**config.mk**
```make
export PLATFORM = sky130hd
export DESIGN_NAME = regfile_wb_arbiter_flat
export DESIGN_NICKNAME = d
export VERILOG_FILES = /design/src/rtl/regfile_wb_arbiter_if.sv /design/src/rtl/regfile_wb_arbiter.sv /design/src/flat_wrapper.sv
export SDC_FILE = /design/constraint.sdc
export NUM_CORES = 1
export LEC_CHECK = 0
export ABC_CLOCK_PERIOD_IN_PS = 6010
export BUFFER_PORTS_ARGS = -buffer_cell sky130_fd_sc_hd__buf_2
export CAP_MARGIN = 15
export CORE_UTILIZATION = 45
export DETAILED_ROUTE_END_ITERATION = 6
export GPL_TIMING_DRIVEN = 0
export PLACE_DENSITY_LB_ADDON = 0.12
export SLEW_MARGIN = 20
export SYNTH_ARGS = -nofsm -noshare
export SYNTH_HDL_FRONTEND = slang
export SYNTH_SLANG_ARGS = --single-unit
```
**constraint.sdc**
```tcl
create_clock -name clk -period 6.01 [get_ports clk]
set_input_delay 0.3005 -clock clk [delete_from_list [all_inputs] [get_ports clk]]
set_output_delay 0.3005 -clock clk [all_outputs]
set_load 0.03 [all_outputs]
```
**src/rtl/regfile_wb_arbiter_if.sv**
```systemverilog
// Bundles the WB, MDU issue/result, decode operand and regfile write signals of the
// write-port arbiter. The slave modport is the arbiter; the master modport is its environment.
interface regfile_wb_arbiter_if #(
    parameter int XLEN           = 32,
    parameter int REG_ADDR_WIDTH = 5
);
    logic                      wb_valid;
    logic [REG_ADDR_WIDTH-1:0] wb_rd;
    logic [XLEN-1:0]           wb_data;
    logic                      wb_hold;

    logic                      mdu_issue_valid;
    logic [REG_ADDR_WIDTH-1:0] mdu_issue_rd;
    logic                      mdu_issue_ready;

    logic                      mdu_res_valid;
    logic [REG_ADDR_WIDTH-1:0] mdu_res_rd;
    logic [XLEN-1:0]           mdu_res_data;
    logic                      mdu_res_ready;

    logic [REG_ADDR_WIDTH-1:0] rs1_addr;
    logic [REG_ADDR_WIDTH-1:0] rs2_addr;
    logic                      rs1_stall;
    logic                      rs2_stall;

    logic                      rf_wr_en;
    logic [REG_ADDR_WIDTH-1:0] rf_rd;
    logic [XLEN-1:0]           rf_wr_data;

    modport master (
        output wb_valid, wb_rd, wb_data,
        output mdu_issue_valid, mdu_issue_rd,
        output mdu_res_valid, mdu_res_rd, mdu_res_data,
        output rs1_addr, rs2_addr,
        input  wb_hold, mdu_issue_ready, mdu_res_ready,
        input  rs1_stall, rs2_stall,
        input  rf_wr_en, rf_rd, rf_wr_data
    );

    modport slave (
        input  wb_valid, wb_rd, wb_data,
        input  mdu_issue_valid, mdu_issue_rd,
        input  mdu_res_valid, mdu_res_rd, mdu_res_data,
        input  rs1_addr, rs2_addr,
        output wb_hold, mdu_issue_ready, mdu_res_ready,
        output rs1_stall, rs2_stall,
        output rf_wr_en, rf_rd, rf_wr_data
    );
endinterface

```
**src/rtl/regfile_wb_arbiter.sv**
```systemverilog
// Shares the regfile write port between pipeline WB and the MDU: one-entry MDU result
// buffer with anti-starvation, plus a busy scoreboard that drives decode RAW stalls.
module regfile_wb_arbiter #(
    parameter int XLEN           = 32,
    parameter int REG_ADDR_WIDTH = 5,
    parameter int NUM_REGS       = 32,
    parameter int STARVE_LIMIT   = 4
) (
    input  logic                clk,
    input  logic                reset,
    regfile_wb_arbiter_if.slave bus
);
    localparam int CW = $clog2(STARVE_LIMIT) + 1;

    typedef enum logic [1:0] {IDLE, PEND, FORCE} state_t;

    state_t                    state_q, state_d;
    logic [REG_ADDR_WIDTH-1:0] buf_rd_q, buf_rd_d;
    logic [XLEN-1:0]           buf_data_q, buf_data_d;
    logic [CW-1:0]             cnt_q, cnt_d;
    logic [NUM_REGS-1:0]       busy_q, busy_d;
    logic [NUM_REGS-1:0]       busy_set, busy_clr;

    logic drain;
    logic wb_take;
    logic issue_ok;
    logic issue_fire;

    // The buffer leaves through the write port whenever WB is idle, or unconditionally once starved.
    assign drain      = (state_q == PEND && !bus.wb_valid) || (state_q == FORCE);
    assign wb_take    = bus.wb_valid && (state_q != FORCE);
    assign issue_ok   = !busy_q[bus.mdu_issue_rd] || (bus.mdu_issue_rd == '0);
    assign issue_fire = bus.mdu_issue_valid && issue_ok && !reset;

    generate
        for (genvar gi = 0; gi < NUM_REGS; gi++) begin : g_busy
            if (gi == 0) begin : g_x0
                assign busy_set[gi] = 1'b0;
            end else begin : g_xn
                assign busy_set[gi] = issue_fire && (bus.mdu_issue_rd == REG_ADDR_WIDTH'(gi));
            end
            assign busy_clr[gi] = drain && (buf_rd_q == REG_ADDR_WIDTH'(gi));
        end
    endgenerate

    always_comb begin
        state_d    = state_q;
        buf_rd_d   = buf_rd_q;
        buf_data_d = buf_data_q;
        cnt_d      = cnt_q;
        busy_d     = (busy_q & ~busy_clr) | busy_set;
        case (state_q)
            IDLE: begin
                if (bus.mdu_res_valid) begin
                    buf_rd_d   = bus.mdu_res_rd;
                    buf_data_d = bus.mdu_res_data;
                    cnt_d      = '0;
                    state_d    = PEND;
                end
            end
            PEND: begin
                if (!bus.wb_valid) begin
                    state_d = IDLE;
                end else begin
                    cnt_d = cnt_q + CW'(1);
                    if (cnt_q == CW'(STARVE_LIMIT - 2)) begin
                        state_d = FORCE;
                    end
                end
            end
            FORCE: begin
                cnt_d   = '0;
                state_d = IDLE;
            end
            default: state_d = IDLE;
        endcase
    end

    always_ff @(posedge clk or posedge reset) begin
        if (reset) begin
            state_q    <= IDLE;
            buf_rd_q   <= '0;
            buf_data_q <= '0;
            cnt_q      <= '0;
            busy_q     <= '0;
        end else begin
            state_q    <= state_d;
            buf_rd_q   <= buf_rd_d;
            buf_data_q <= buf_data_d;
            cnt_q      <= cnt_d;
            busy_q     <= busy_d;
        end
    end

    // Outputs are forced low for the whole time reset is asserted, not just after the edge.
    assign bus.wb_hold         = !reset && (state_q == FORCE);
    assign bus.mdu_res_ready   = !reset && (state_q == IDLE);
    assign bus.mdu_issue_ready = !reset && issue_ok;
    assign bus.rf_wr_en        = !reset && (drain || wb_take);
    assign bus.rf_rd           = reset ? '0 : drain ? buf_rd_q   : wb_take ? bus.wb_rd   : '0;
    assign bus.rf_wr_data      = reset ? '0 : drain ? buf_data_q : wb_take ? bus.wb_data : '0;

    assign bus.rs1_stall = !reset && (bus.rs1_addr != '0) && busy_q[bus.rs1_addr]
                           && !(drain && buf_rd_q == bus.rs1_addr);
    assign bus.rs2_stall = !reset && (bus.rs2_addr != '0) && busy_q[bus.rs2_addr]
                           && !(drain && buf_rd_q == bus.rs2_addr);
endmodule
```
**src/flat_wrapper.sv**
```systemverilog
// flat-port wrapper written by rule: the top's interface ports become plain ports
module regfile_wb_arbiter_flat 
#(
    parameter int XLEN           = 32,
    parameter int REG_ADDR_WIDTH = 5,
    parameter int NUM_REGS       = 32,
    parameter int STARVE_LIMIT   = 4
)
  (clk, reset, bus_wb_valid, bus_wb_rd, bus_wb_data, bus_mdu_issue_valid, bus_mdu_issue_rd, bus_mdu_res_valid, bus_mdu_res_rd, bus_mdu_res_data, bus_rs1_addr, bus_rs2_addr, bus_wb_hold, bus_mdu_issue_ready, bus_mdu_res_ready, bus_rs1_stall, bus_rs2_stall, bus_rf_wr_en, bus_rf_rd, bus_rf_wr_data);
  regfile_wb_arbiter_if #(.XLEN(XLEN), .REG_ADDR_WIDTH(REG_ADDR_WIDTH)) bus_i ();
  input  logic clk;
  input  logic reset;
  input wire logic [$bits(bus_i.wb_valid)-1:0] bus_wb_valid;
  input wire logic [$bits(bus_i.wb_rd)-1:0] bus_wb_rd;
  input wire logic [$bits(bus_i.wb_data)-1:0] bus_wb_data;
  input wire logic [$bits(bus_i.mdu_issue_valid)-1:0] bus_mdu_issue_valid;
  input wire logic [$bits(bus_i.mdu_issue_rd)-1:0] bus_mdu_issue_rd;
  input wire logic [$bits(bus_i.mdu_res_valid)-1:0] bus_mdu_res_valid;
  input wire logic [$bits(bus_i.mdu_res_rd)-1:0] bus_mdu_res_rd;
  input wire logic [$bits(bus_i.mdu_res_data)-1:0] bus_mdu_res_data;
  input wire logic [$bits(bus_i.rs1_addr)-1:0] bus_rs1_addr;
  input wire logic [$bits(bus_i.rs2_addr)-1:0] bus_rs2_addr;
  output wire logic [$bits(bus_i.wb_hold)-1:0] bus_wb_hold;
  output wire logic [$bits(bus_i.mdu_issue_ready)-1:0] bus_mdu_issue_ready;
  output wire logic [$bits(bus_i.mdu_res_ready)-1:0] bus_mdu_res_ready;
  output wire logic [$bits(bus_i.rs1_stall)-1:0] bus_rs1_stall;
  output wire logic [$bits(bus_i.rs2_stall)-1:0] bus_rs2_stall;
  output wire logic [$bits(bus_i.rf_wr_en)-1:0] bus_rf_wr_en;
  output wire logic [$bits(bus_i.rf_rd)-1:0] bus_rf_rd;
  output wire logic [$bits(bus_i.rf_wr_data)-1:0] bus_rf_wr_data;
  assign bus_i.wb_valid = bus_wb_valid;
  assign bus_i.wb_rd = bus_wb_rd;
  assign bus_i.wb_data = bus_wb_data;
  assign bus_i.mdu_issue_valid = bus_mdu_issue_valid;
  assign bus_i.mdu_issue_rd = bus_mdu_issue_rd;
  assign bus_i.mdu_res_valid = bus_mdu_res_valid;
  assign bus_i.mdu_res_rd = bus_mdu_res_rd;
  assign bus_i.mdu_res_data = bus_mdu_res_data;
  assign bus_i.rs1_addr = bus_rs1_addr;
  assign bus_i.rs2_addr = bus_rs2_addr;
  assign bus_wb_hold = bus_i.wb_hold;
  assign bus_mdu_issue_ready = bus_i.mdu_issue_ready;
  assign bus_mdu_res_ready = bus_i.mdu_res_ready;
  assign bus_rs1_stall = bus_i.rs1_stall;
  assign bus_rs2_stall = bus_i.rs2_stall;
  assign bus_rf_wr_en = bus_i.rf_wr_en;
  assign bus_rf_rd = bus_i.rf_rd;
  assign bus_rf_wr_data = bus_i.rf_wr_data;
  regfile_wb_arbiter #(.XLEN(XLEN), .REG_ADDR_WIDTH(REG_ADDR_WIDTH), .NUM_REGS(NUM_REGS), .STARVE_LIMIT(STARVE_LIMIT)) u_core (.clk(clk), .reset(reset), .bus(bus_i));
endmodule
```
=== Yosys cells after proc, flatten, opt, wreduce, memory -nomap -nowiden ===
Cells that the tools add are included.

* Bits in registers: 74
* Logic and storage cells: 198

* $add $sub $neg: 1
* Magnitude comparators: 3
* Equality and inequality tests: 71
* Muxes and demuxes: 19
* Bitwise logic cells: 3
* Reduce and logical (&&, ||, !) cells: 96

{| class="wikitable"
|+ Operators with widths
! cell !! count
|-
| equality test 5 bit (second input constant) || 32
|-
| 2-to-1 mux 32 bit || 3
|-
| equality test 5 x 4 -> 1 bit (second input constant) || 16
|-
| logical AND 1 bit || 79
|-
| equality test 5 x 3 -> 1 bit (second input constant) || 8
|-
| AND 32 bit || 1
|-
| inverter 32 bit || 1
|-
| OR 32 bit || 1
|-
| equality test 5 x 2 -> 1 bit (second input constant) || 4
|-
| less-than comparator 5 x 6 -> 1 bit (second input constant) || 3
|-
| binary-select mux 1 bit (select 5 bit) || 3
|-
| 2-to-1 mux 5 bit || 3
|-
| equality test 5 x 1 -> 1 bit (second input constant) || 2
|-
| equality test 5 bit || 2
|-
| zero test 5 bit || 2
|-
| nonzero test 5 bit || 2
|-
| one-hot mux 3 bit (3 select lines) || 1
|-
| 2-to-1 mux 2 bit || 3
|-
| 2-to-1 mux 3 bit || 2
|-
| != test 2 bit (second input constant) || 3
|-
| zero test 1 bit || 5
|-
| one-hot mux 2 bit (2 select lines) || 1
|-
| AND reduction 2 bit || 2
|-
| adder 3 x 1 -> 3 bit (second input constant) || 1
|-
| 9 further kinds || 13
|}

=== Logic depth before layout (Yosys ltp) ===
Gate-level depths: netlist (run 1).

* Word-level depth: 8
* Depth in mapped cells: 7
* Depth with buffers taken out: 5

=== Worst setup path after synthesis (run 1) ===
No wires, ideal clock.

* Path kind: input to output
* From: in reset
* To: out bus_rs1_stall
* Arrival: 3.225 ns
* Path slack: 2.485 ns
* Stages on the path: 4
* Buffers on the path: 1
* Path through: clkbuf_8 > inv_1 > o2111ai_1 > a311oi_1

* Word-level cells in the longest chain between the ends: 4

{| class="wikitable"
|+ RTL lines
! what !! line !! text
|-
| start: declaration || flat_wrapper.sv:12 || <nowiki>input logic reset;</nowiki>
|-
| zero test 1 bit || regfile_wb_arbiter.sv:103 || <nowiki>assign bus.rs1_stall = !reset && (bus.rs1_addr != '0) && busy_q[bus.rs1_addr]</nowiki>
|-
| logical AND 1 bit (2 in a row) || regfile_wb_arbiter.sv:103 ||
|-
| logical AND 1 bit || regfile_wb_arbiter.sv:104 || <nowiki>&& !(drain && buf_rd_q == bus.rs1_addr);</nowiki>
|-
| end: declaration || flat_wrapper.sv:26 || <nowiki>output wire logic [$bits(bus_i.rs1_stall)-1:0] bus_rs1_stall;</nowiki>
|}

Every way passes these cells.

=== Worst setup path in the final report (run 1) ===
* From: reg u_core.state_q[1]
* To: out bus_rf_wr_data[3]

* Word-level cells in the longest chain between the ends: 5
* Elaborated cells on any way between the ends: 9

{| class="wikitable"
|+ RTL lines
! what !! line !! text
|-
| start: declaration || regfile_wb_arbiter.sv:17 || <nowiki>state_t state_q, state_d;</nowiki>
|-
| start signal: assignment || regfile_wb_arbiter.sv:87 || <nowiki>state_q <= state_d;</nowiki>
|-
| != test 2 bit / equality test 2 x 1 -> 1 bit (equally long branches) || regfile_wb_arbiter.sv:31, regfile_wb_arbiter.sv:30 ||
|-
| logical AND 1 bit, on equally long branches || regfile_wb_arbiter.sv:31, regfile_wb_arbiter.sv:30 ||
|-
| 2-to-1 mux 32 bit / logical OR 1 bit (equally long branches) || regfile_wb_arbiter.sv:101, regfile_wb_arbiter.sv:30 ||
|-
| 2-to-1 mux 32 bit (*) (2 in a row) || regfile_wb_arbiter.sv:101 || <nowiki>assign bus.rf_wr_data = reset ? '0 : drain ? buf_data_q : wb_take ? bus.wb_data : '0;</nowiki>
|-
| end: declaration || flat_wrapper.sv:30 || <nowiki>output wire logic [$bits(bus_i.rf_wr_data)-1:0] bus_rf_wr_data;</nowiki>
|}

Every way passes the cells marked *; elsewhere a longest branch is shown, timed or not.

==> impl_metrics.json, run 1 <==
{
  "status": "finished, final reports clean",
  "final_layout_size_suffix_gt1_share_pct": 34.8,
  "finalWorstSetupSlack_ns": 3.32,
  "critical-path-max-stage-delay_ns": 0.47,
  "async_flop_share_pct": 100,
  "worstPathCellList": "nand2b_1 -> o21ai_2 -> clkbuf_1 -> a22oi_1 -> nor2_1 -> buf_2",
  "place_area_sq_mm": 0.00560,
  "tns_ns": 0,
  "power_frac_seq_pct": 38.0,
  "grt_overflow_total": 0,
  "start_kind": "flip-flop",
  "clockBufferDepth": 2,
  "cpMaxStageDelayCell": "o21ai_2",
  "layout.cells.non_filler": 751,
  "cap_violations": 0,
  "pwr-share-clk_pct": 20.4,
  "core_area_sq_mm": 0.0103,
  "io-pin-count": 137,
  "max_slew_margin_pct": 56.1,
  "placed_cells": 734,
  "rsz0062_at_grt": "false",
  "routed_wirelength_mm": 13.9,
  "synth.area.top_cells": "dfrtp_1, mux2_2, a22oi_1, mux4_1, nor2_1",
  "clockRootBuffer": "clkbuf_8",
  "track_usage_pct": 26.5,
  "yosysWarnings": 0,
  "finalClockSkew_ns": 0.00733,
  "cts_made_buffers": 9,
  "cts_tree": "built",
  "fin_crit_ns": 2.69,
  "finalSetupViolCount": 0,
  "nets": 706,
  "htree_levels": 3,
  "num_rows": 37,
  "drt-initial-drc-count": 346,
  "drc_errors": 0,
  "clock.fmax_mhz": 371,
  "num_vias": 4359,
  "synth_seq_area_share_pct": 38.9,
  "hp-class": "in2reg",
  "critPathMaxFanout": 10,
  "synthDistinctLibCells": 49,
  "port_buffers": 126,
  "first_pass_iters": 7,
  "timing.final.hold_violations": 0,
  "antenna_cells": 0,
  "ys_ff_latch": 74,
  "synthDominantCellAreaShare_pct": 38.9,
  "p_int_uw": 1460,
  "combPwrFrac_pct": 41.6,
  "tightest_slew_ns": 0.658,
  "grt_pass1_vias": 4419,
  "cts_setup_buffers": 0,
  "area_delta_synth_final_pct": 22.9,
  "syn_area_per_cell_sq_um": 10.1,
  "yosysMostFrequentCell": "dfrtp_1",
  "switching_share_pct": 38.4,
  "fp.dieArea_sq_mm": 0.0110,
  "synth_ff_type": "dfrtp_1",
  "antenna_found_initial": 0,
  "worstSetupPathType": "reg2out",
  "ant_nets": 0,
  "final_cell_area_sq_mm": 0.00586,
  "synth_top_area_cell": "dfrtp_1",
  "switchingPower_uw": 911,
  "drv_slew": 0,
  "yosys-top-cells-count": "dfrtp_1, nor2_1, mux2_2",
  "grt_pass1_wl_mm": 22.6,
  "synth_cells": 471,
  "period_share_pct": 44.8,
  "required_ns": 5.71,
  "initial_core_util_pct": 46.4,
  "cts_sinks": 74,
  "viasPerCell": 5.80,
  "p_per_area_mw_per_mm2": 405,
  "syn_area_sq_mm": 0.00477,
  "dp_hpwl_mm": 10.3,
  "p_leak_uw": 0.00271,
  "clk_latency_ns": 0.35,
  "drt-wirelength-per-cell_um": 18.5,
  "ir_drop_mv": 0.175,
  "grt_start_max_net_pins": 53,
  "worst_ep_arrival_time_ns": 2.39,
  "routabilityCongestion": 0.929,
  "synth-edff-count": 0,
  "endpoint_kind": "output port",
  "synth_fp_nets": 567,
  "clk_pin_slew_ns": 0.08,
  "dieHeight_um": 105,
  "pre_cts_slack_ns": 3.51,
  "die_x_um": 105
}
[routing by layer]
layer,track usage (%),vias up,share of wire (%)
li1,-,2028,-
met1,34.1,2085,41
met2,43.5,226,48
met3,6.61,20,8.8
met4,9.26,0,1.5
met5,0,-,0
[cells in the final DEF (no fill, tap or decap), types with 4 or more instances in the layout]
| cell | instances |
|---|---|
| buf_2 | 133 |
| dfrtp_1 | 74 |
| nor2_1 | 53 |
| mux2_2 | 41 |
| a22oi_1 | 39 |
| nand2_1 | 38 |
| o21ai_0 | 30 |
| clkbuf_1 | 20 |
| mux2i_1 | 19 |
| nand2b_1 | 13 |
| clkbuf_8 | 12 |
| o31ai_1 | 11 |
| mux4_1 | 10 |
| nand3_1 | 9 |
| nand3b_1 | 9 |
| nor3_1 | 8 |
| mux4_2 | 6 |
| nor2b_1 | 6 |
| xor2_1 | 6 |
| a21oi_1 | 5 |
| buf_4 | 5 |
| inv_1 | 4 |
| buf_1 | 4 |
| o211ai_1 | 4 |
| o41ai_1 | 4 |
| xnor2_1 | 4 |
[final cells by class]
class | count | area, sq um
Timing Repair Buffer | 128 | 668
Inverter | 5 | 21.3
Buffer | 41 | 239
Fill cell | 969 | 4420
Clock buffer | 11 | 151
Tap cell | 136 | 170
Clock inverter | 5 | 100
Sequential cell | 74 | 1850
Multi-Input combinational cell | 351 | 2660
[kinds of logic (layout without fill, tap and decap cells)]
kind of cell,after synthesis,in the layout,synth area share (%)
AO/OA/AOI/OAI,114,114,16.5
XOR/XNOR,10,10,1.84
adder cells (fa/ha/maj),2,2,0.525
multiplexers,76,76,22.0
buffers and inverters,46,190,5.41
flip-flops,74,74,38.9
AND/OR/NAND/NOR,149,149,14.8
[stage by stage]
| step | hold WS, ns | utilization (%) | total power [uW] |
|---|---|---|---|
| after global placement | 0.491 | 54.2 | 1840 |
| after CTS | 0.159 | 57.0 | 2370 |
| after floorplan | 0.445 | - | 1570 |
| after detailed placement | 0.367 | 54.5 | 1880 |
| after global routing | 0.163 | 57.0 | 2520 |
| final | 0.173 | 57.0 | 2370 |
[path summary, 6_finish.rpt]
check / slack, ns / startpoint / to / cells after the start
max in group asynchronous: 4.85 / reset / u_core.buf_data_q[29]$_DFFE_PP0P_ / 4
worst max-delay path: 3.32 / u_core.state_q[1]$_DFFE_PP0P_ / bus_rf_wr_data[3] / 6
min in group asynchronous: 0.58 / reset / u_core.buf_data_q[3]$_DFFE_PP0P_ / 3
worst min-delay path: 0.17 / bus_mdu_res_data[26] / u_core.buf_data_q[26]$_DFFE_PP0P_ / 2
worst max register to register: 3.83 / u_core.state_q[1]$_DFFE_PP0P_ / u_core.busy_q[25]$_DFF_PP0_ / 6
worst min register to register: 0.51 / u_core.buf_data_q[26]$_DFFE_PP0P_ / u_core.buf_data_q[26]$_DFFE_PP0P_ / 1
[power by group through the flow]
stage | logic, uW | clock network (uW) | registers, uW
after global routing | 1070 | 513 | 929
after global placement | 957 | 0 | 887
after floorplan | 746 | 0 | 829
final | 987 | 484 | 902
after CTS | 986 | 493 | 895
after detailed placement | 981 | 0 | 900
[state kept, by name (all words and copies together), names as in the netlist]
| name | cells |
|---|---|
| u_core.state_q | 2 |
| u_core.buf_data_q | 32 |
| u_core.cnt_q | 3 |
| u_core.busy_q | 32 |
| u_core.buf_rd_q | 5 |
[critical path, delay by kind of cell, from the launching register on]
family | cells | cell delay [ns]
flip-flops | 1 | 0.39
buffers and inverters | 2 | 0.67
AND/OR/NAND/NOR | 2 | 0.33
AO/OA/AOI/OAI | 2 | 0.64
[what timing repair did]
action,in CTS,in global routing
hold endpoints to repair,26,0
resized for setup,0,0
hold buffers,1,0
Note: power is estimated with default switching activity, not from simulation.
==> run 2: changes to the inputs <==
--- a/config.mk
+++ b/config.mk
@@ -5,7 +5,7 @@
 export SDC_FILE = /design/constraint.sdc
 export NUM_CORES = 1
 export LEC_CHECK = 0
-export ABC_CLOCK_PERIOD_IN_PS = 6010
+export ABC_CLOCK_PERIOD_IN_PS = 2550
 export BUFFER_PORTS_ARGS = -buffer_cell sky130_fd_sc_hd__buf_2
 export CAP_MARGIN = 15
 export CORE_UTILIZATION = 45
==> constraint.sdc (replaced) <==
create_clock -name clk -period 2.55 [get_ports clk]
set_input_delay 0.1275 -clock clk [delete_from_list [all_inputs] [get_ports clk]]
set_output_delay 0.1275 -clock clk [all_outputs]
set_load 0.03 [all_outputs]
==> run 2 against run 1 <==
First-iteration DRC count is 26% lower. Routed wire length grew 1.5%. Sequential share of layout area fell by 0.57 points. Die area stayed put. Cell count rose by 2.1%. Combinational power up 140%. Sequential power up 130%. Via count is 2.3% higher. Register-to-register slack got worse by 3.3 ns. Count of clock-buffer cells in the layout shrank 2. Largest cell class unchanged.
==> impl_metrics.json, run 2 (synthesized netlist as in run 1, its figures left out) <==
{
  "worst_ep_arrival_time_ns": 2.25,
  "finalSetupViolCount": 0,
  "finalClockSkew_ns": 0.00678,
  "r2r_slack_ns": 0.49,
  "area_delta_synth_final_pct": 25.2,
  "min_path_cells": 2,
  "clk_pin_slew_ns": 0.07,
  "grt_start_max_net_pins": 34,
  "clock.fmax_mhz": 421,
  "viasPerCell": 5.81,
  "fp.dieArea_sq_mm": 0.0110,
  "drt-wirelength-per-cell_um": 18.4,
  "finalPower_uw": 5210,
  "period_share_pct": 93.2,
  "finalWorstSetupSlack_ns": 0.173,
  "fin_hold_ws_ns": 0.00974,
  "final_layout_size_suffix_gt1_share_pct": 34.2,
  "worstSetupPathType": "reg2out",
  "cts_tree": "built",
  "place_area_sq_mm": 0.00561,
  "routed_wirelength_mm": 14.1,
  "die_x_um": 105,
  "layout_common_cells": "buf_2, dfrtp_1, nor2_1",
  "reg_top3": "u_core.buf_data_q (32), u_core.busy_q (32), u_core.buf_rd_q (5)",
  "p_per_area_mw_per_mm2": 874,
  "p_leak_uw": 0.00275,
  "r2r_end": "u_core.busy_q[3]$_DFF_PP0_",
  "port_buffers": 126,
  "track_usage_pct": 27.1,
  "ir_drop_mv": 0.504,
  "start_kind": "flip-flop",
  "dieHeight_um": 105,
  "drt-initial-drc-count": 256,
  "core_area_sq_mm": 0.0103,
  "required_ns": 2.42,
  "grt_pass1_wl_mm": 23.2,
  "crit-reg2reg-launch": "u_core.state_q[1]$_DFFE_PP0P_",
  "layout_commonest_cell": "buf_2",
  "io-pin-count": 137,
  "max_slew_margin_pct": 39.9,
  "num_rows": 37,
  "drv_slew": 0,
  "status": "finished, final reports clean",
  "antenna_found_initial": 0,
  "antenna_cells": 0,
  "nets": 725,
  "num_vias": 4458,
  "final_cell_area_sq_mm": 0.00597,
  "r2r_cells": 5,
  "ant_nets": 0,
  "cap_violations": 0,
  "grt_pass1_vias": 4546,
  "first_pass_iters": 5,
  "fin_crit_ns": 2.38,
  "dp_hpwl_mm": 10.5,
  "tightest_slew_ns": 0.893,
  "cts_sinks": 74,
  "clockBufferDepth": 2,
  "timing.final.hold_violations": 0,
  "drc_errors": 0,
  "hp-class": "in2reg",
  "pre_cts_slack_ns": 0.366,
  "cts_made_buffers": 9,
  "clockRootBuffer": "clkbuf_8",
  "initial_core_util_pct": 46.4,
  "endpoint_kind": "output port",
  "htree_levels": 3,
  "critPathMaxFanout": 4,
  "endpoint": "bus_mdu_issue_ready",
  "grt_overflow_total": 0,
  "startpoint": "u_core.busy_q[16]$_DFF_PP0_",
  "routabilityCongestion": 0.908,
  "clk_latency_ns": 0.35
}
-- run 2: critical path: stages (launching register included) --
cell and delay [ns]:
dfrtp_1 0.44, mux4_2 0.48, nor2b_1 0.14, a211oi_1 0.23, a21oi_1 0.08, a211oi_2 0.28, buf_2 0.25
-- run 2: per-layer routing --
layer	global-route usage, %	share of wire [%]	vias to the layer above
li1	-	-	2071
met1	34.4	42	2165
met2	43.7	48	191
met3	6.67	7.2	31
met4	12.1	2.9	0
met5	0	0	-
-- run 2: power by group --
| part | internal, uW | total, uW | leakage [uW] | switching (uW) |
|---|---|---|---|---|
| Clock | 331 | 742 | 0.0000766 | 411 |
| Combinational | 1070 | 2360 | 0.00177 | 1290 |
| Sequential | 1700 | 2110 | 0.000909 | 414 |
| Total | 3100 | 5210 | 0.00275 | 2110 |
-- run 2: what timing repair did --
action | 4_1_cts | 5_1_grt
resized for setup | 0 | 7
setup buffers | 0 | 0
hold endpoints to repair | 37 | 0
setup endpoints to repair | 0 | 36
hold buffers | 20 | 0
-- run 2: worst min path at each step --
stage                                    start                                 to  slack [ns]
after floorplan              bus_mdu_res_valid      u_core.state_q[0]$_DFFE_PP0P_        0.27
after global placement    bus_mdu_res_data[24]  u_core.buf_data_q[24]$_DFFE_PP0P_        0.36
after detailed placement                 reset  u_core.buf_data_q[11]$_DFFE_PP0P_        0.26
after CTS                 bus_mdu_res_data[30]  u_core.buf_data_q[30]$_DFFE_PP0P_      0.0005
after global routing       bus_mdu_res_data[7]   u_core.buf_data_q[7]$_DFFE_PP0P_       0.004
final                        bus_mdu_res_rd[2]     u_core.buf_rd_q[2]$_DFFE_PP0P_        0.01
-- run 2: through the flow --
stage	utilization, %	instances	setup TNS, ns
2_1_floorplan	-	471	0
3_3_place_gp	54.2	733	-2.02
3_5_place_dp	54.6	735	0
4_1_cts	58.0	768	0
5_1_grt	58.0	767	-0.00322
6_report	58.0	767	0
-- run 2: area by class of cell --
| type | instances | area, sq um |
|---|---|---|
| tap | 136 | 170 |
| timing repair buffer | 148 | 871 |
| multi-input combinational | 351 | 2660 |
| clock inverter | 4 | 22.5 |
| buffer | 40 | 240 |
| sequential | 74 | 1850 |
| fill | 950 | 4310 |
| clock buffer | 9 | 124 |
| inverter | 5 | 22.5 |
==> run 3: changes to the inputs <==
--- a/config.mk
+++ b/config.mk
@@ -11,7 +11,7 @@
 export CORE_UTILIZATION = 45
 export DETAILED_ROUTE_END_ITERATION = 6
 export GPL_TIMING_DRIVEN = 0
-export PLACE_DENSITY_LB_ADDON = 0.12
+export PLACE_DENSITY = 0.71
 export SLEW_MARGIN = 20
 export SYNTH_ARGS = -nofsm -noshare
 export SYNTH_HDL_FRONTEND = slang
==> run 3 against run 2 <==
Worst hold slack got worse by 0.0036 ns. Non-clock buffer count is 12 higher. Largest power group unchanged. Cell count is 2.0% higher. Design area increased by 3.0%. Die area did not move. Via count up 4.2%. Critical endpoint unchanged. Clock skew rose by 0.0080 ns. Largest cell class unchanged.
==> impl_metrics.json, run 3 (synthesized netlist as in run 1, its figures left out) <==
{
  "r2r_end": "u_core.busy_q[3]$_DFF_PP0_",
  "drc_errors": 0,
  "num_vias": 4645,
  "cap_violations": 0,
  "clk_latency_ns": 0.37,
  "area_delta_synth_final_pct": 28.9,
  "crit-reg2reg-launch": "u_core.state_q[1]$_DFFE_PP0P_",
  "finalSetupViolCount": 0,
  "antenna_cells": 0,
  "htree_levels": 3,
  "core_area_sq_mm": 0.0103,
  "layout_common_cells": "buf_2, dfrtp_1, nor2_1",
  "viasPerCell": 5.94,
  "final_layout_size_suffix_gt1_share_pct": 33.6,
  "routed_wirelength_mm": 15.0,
  "worstSetupPathType": "reg2out",
  "antenna_found_initial": 0,
  "path_buf_inv": 1,
  "grt_overflow_total": 0,
  "timing.final.hold_violations": 0,
  "p_int_uw": 3220,
  "cts_made_buffers": 9,
  "status": "finished, final reports clean",
  "worstHoldStart": "bus_mdu_res_data[1]",
  "routabilityCongestion": 0.903,
  "cts_sinks": 74,
  "dieHeight_um": 105,
  "critical-path-max-stage-delay_ns": 0.49,
  "critPathMaxFanout": 4,
  "clockBufferDepth": 2,
  "finalClockSkew_ns": 0.0147,
  "placed_cells": 735,
  "layout.cells.non_filler": 782,
  "reg_top3": "u_core.buf_data_q (32), u_core.busy_q (32), u_core.buf_rd_q (5)",
  "worstPathCellList": "mux4_2 -> nor2b_1 -> a211oi_1 -> a21oi_1 -> a211oi_2 -> buf_2",
  "fin_crit_ns": 2.43,
  "drt-initial-drc-count": 344,
  "p_per_area_mw_per_mm2": 886,
  "cpMaxStageDelayCell": "mux4_2",
  "clk_pin_slew_ns": 0.09,
  "min_path_cells": 2,
  "grt_start_max_net_pins": 32,
  "rsz0062_at_grt": "false",
  "io-pin-count": 137,
  "dp_hpwl_mm": 10.8,
  "first_pass_iters": 6,
  "die_x_um": 105,
  "finalPower_uw": 5440,
  "fp.dieArea_sq_mm": 0.0110,
  "final.fill_count": 887,
  "use_met1_pct": 34.7,
  "port_buffers": 126,
  "endpoint_kind": "output port",
  "met3_usage_pct": 7.36,
  "drv_slew": 0,
  "nets": 737,
  "use_met2_pct": 46.1,
  "ant_nets": 0,
  "p_leak_uw": 0.00282,
  "grt_pass1_vias": 4718,
  "cts_tree": "built",
  "combPwrFrac_pct": 44.3,
  "drt-wirelength-per-cell_um": 19.2,
  "worst_ep_arrival_time_ns": 2.30,
  "switchingPower_uw": 2220,
  "switching_share_pct": 40.8,
  "layout_commonest_cell": "buf_2",
  "min_to": "u_core.buf_data_q[1]$_DFFE_PP0P_",
  "power_frac_seq_pct": 38.8,
  "final_util_pct": 59.8,
  "pwr-share-clk_pct": 16.9,
  "gr-max-usage-layer": "met2",
  "fin_hold_ws_ns": 0.00611,
  "num_rows": 37,
  "r2r_slack_ns": 0.61,
  "clock.fmax_mhz": 412,
  "grt_pass1_wl_mm": 23.8,
  "cp_top_family": "compound AO/OA/AOI/OAI gates",
  "start_kind": "flip-flop",
  "r2r_cells": 5,
  "max_slew_margin_pct": 45.0,
  "hp-class": "in2reg",
  "initial_core_util_pct": 46.4,
  "tightest_slew_ns": 0.818,
  "ir_drop_mv": 0.519,
  "period_share_pct": 95.2,
  "required_ns": 2.42,
  "track_usage_pct": 27.8,
  "clockRootBuffer": "clkbuf_8"
}
[run 3: final cells by class]
class                           instances  area (sq um)  area share [%]
Tap cell                              136           170            2.77
Clock inverter                          4          32.5           0.530
Clock buffer                           12           165            2.69
Inverter                                5          22.5           0.367
Multi-Input combinational cell        351          2660            43.4
Sequential cell                        74          1850            30.1
Buffer                                 40           238            3.87
Timing Repair Buffer                  160           998            16.3
[run 3: power groups by stage]
stage	Sequential, uW	Combinational [uW]	Clock [uW]
detailed placement	2100	2330	0
CTS	2080	2380	930
floorplan	1950	1760	0
global placement	2070	2250	0
global route	2160	2610	980
finish	2110	2410	921
[run 3: metrics by stage]
| stage | area [sq um] | setup slack [ns] | TNS [ns] |
|---|---|---|---|
| 2_1_floorplan | 4770 | 0.231 | 0 |
| 3_3_place_gp | 5570 | -0.134 | -1.35 |
| 3_5_place_dp | 5620 | 0.382 | 0 |
| 4_1_cts | 6130 | 0.00156 | 0 |
| 5_1_grt | 6140 | 0.00300 | 0 |
| 6_report | 6140 | 0.121 | 0 |
[run 3: routing by layer]
| metal | part of all wire, % | wire length [um] |
|---|---|---|
| met5 | 0 | 0 |
| met4 | 2.6 | 396 |
| met3 | 9.6 | 1430 |
| met2 | 48 | 7210 |
| met1 | 40 | 5960 |
[run 3: worst register-to-register path, cell delays in order (launching register included)]
cell,delay [ns]
dfrtp_1,0.39
nand2b_1,0.21
o21a_1,0.26
nor4_1,0.65
nand3_1,0.15
a22o_1,0.20
[run 3: how the worst max path moves through the flow]
stage                                   from                           to  cells after the start
4_1_cts        u_core.state_q[1]$_DFFE_PP0P_            bus_rf_wr_data[4]                      6
6_report         u_core.busy_q[19]$_DFF_PP0_          bus_mdu_issue_ready                      6
5_1_grt        u_core.state_q[0]$_DFFE_PP0P_           bus_rf_wr_data[30]                      6
3_3_place_gp                           reset  u_core.busy_q[30]$_DFF_PP0_                      6
2_1_floorplan                          reset                bus_rs1_stall                      4
3_5_place_dp             bus_mdu_issue_rd[1]          bus_mdu_issue_ready                      9
[run 3: timing repair]
item,4_1_cts,5_1_grt
hold buffers,31,1
buffers inserted,0,0
hold endpoints to repair,54,1
setup endpoints to repair,0,33
gates resized for setup,0,4
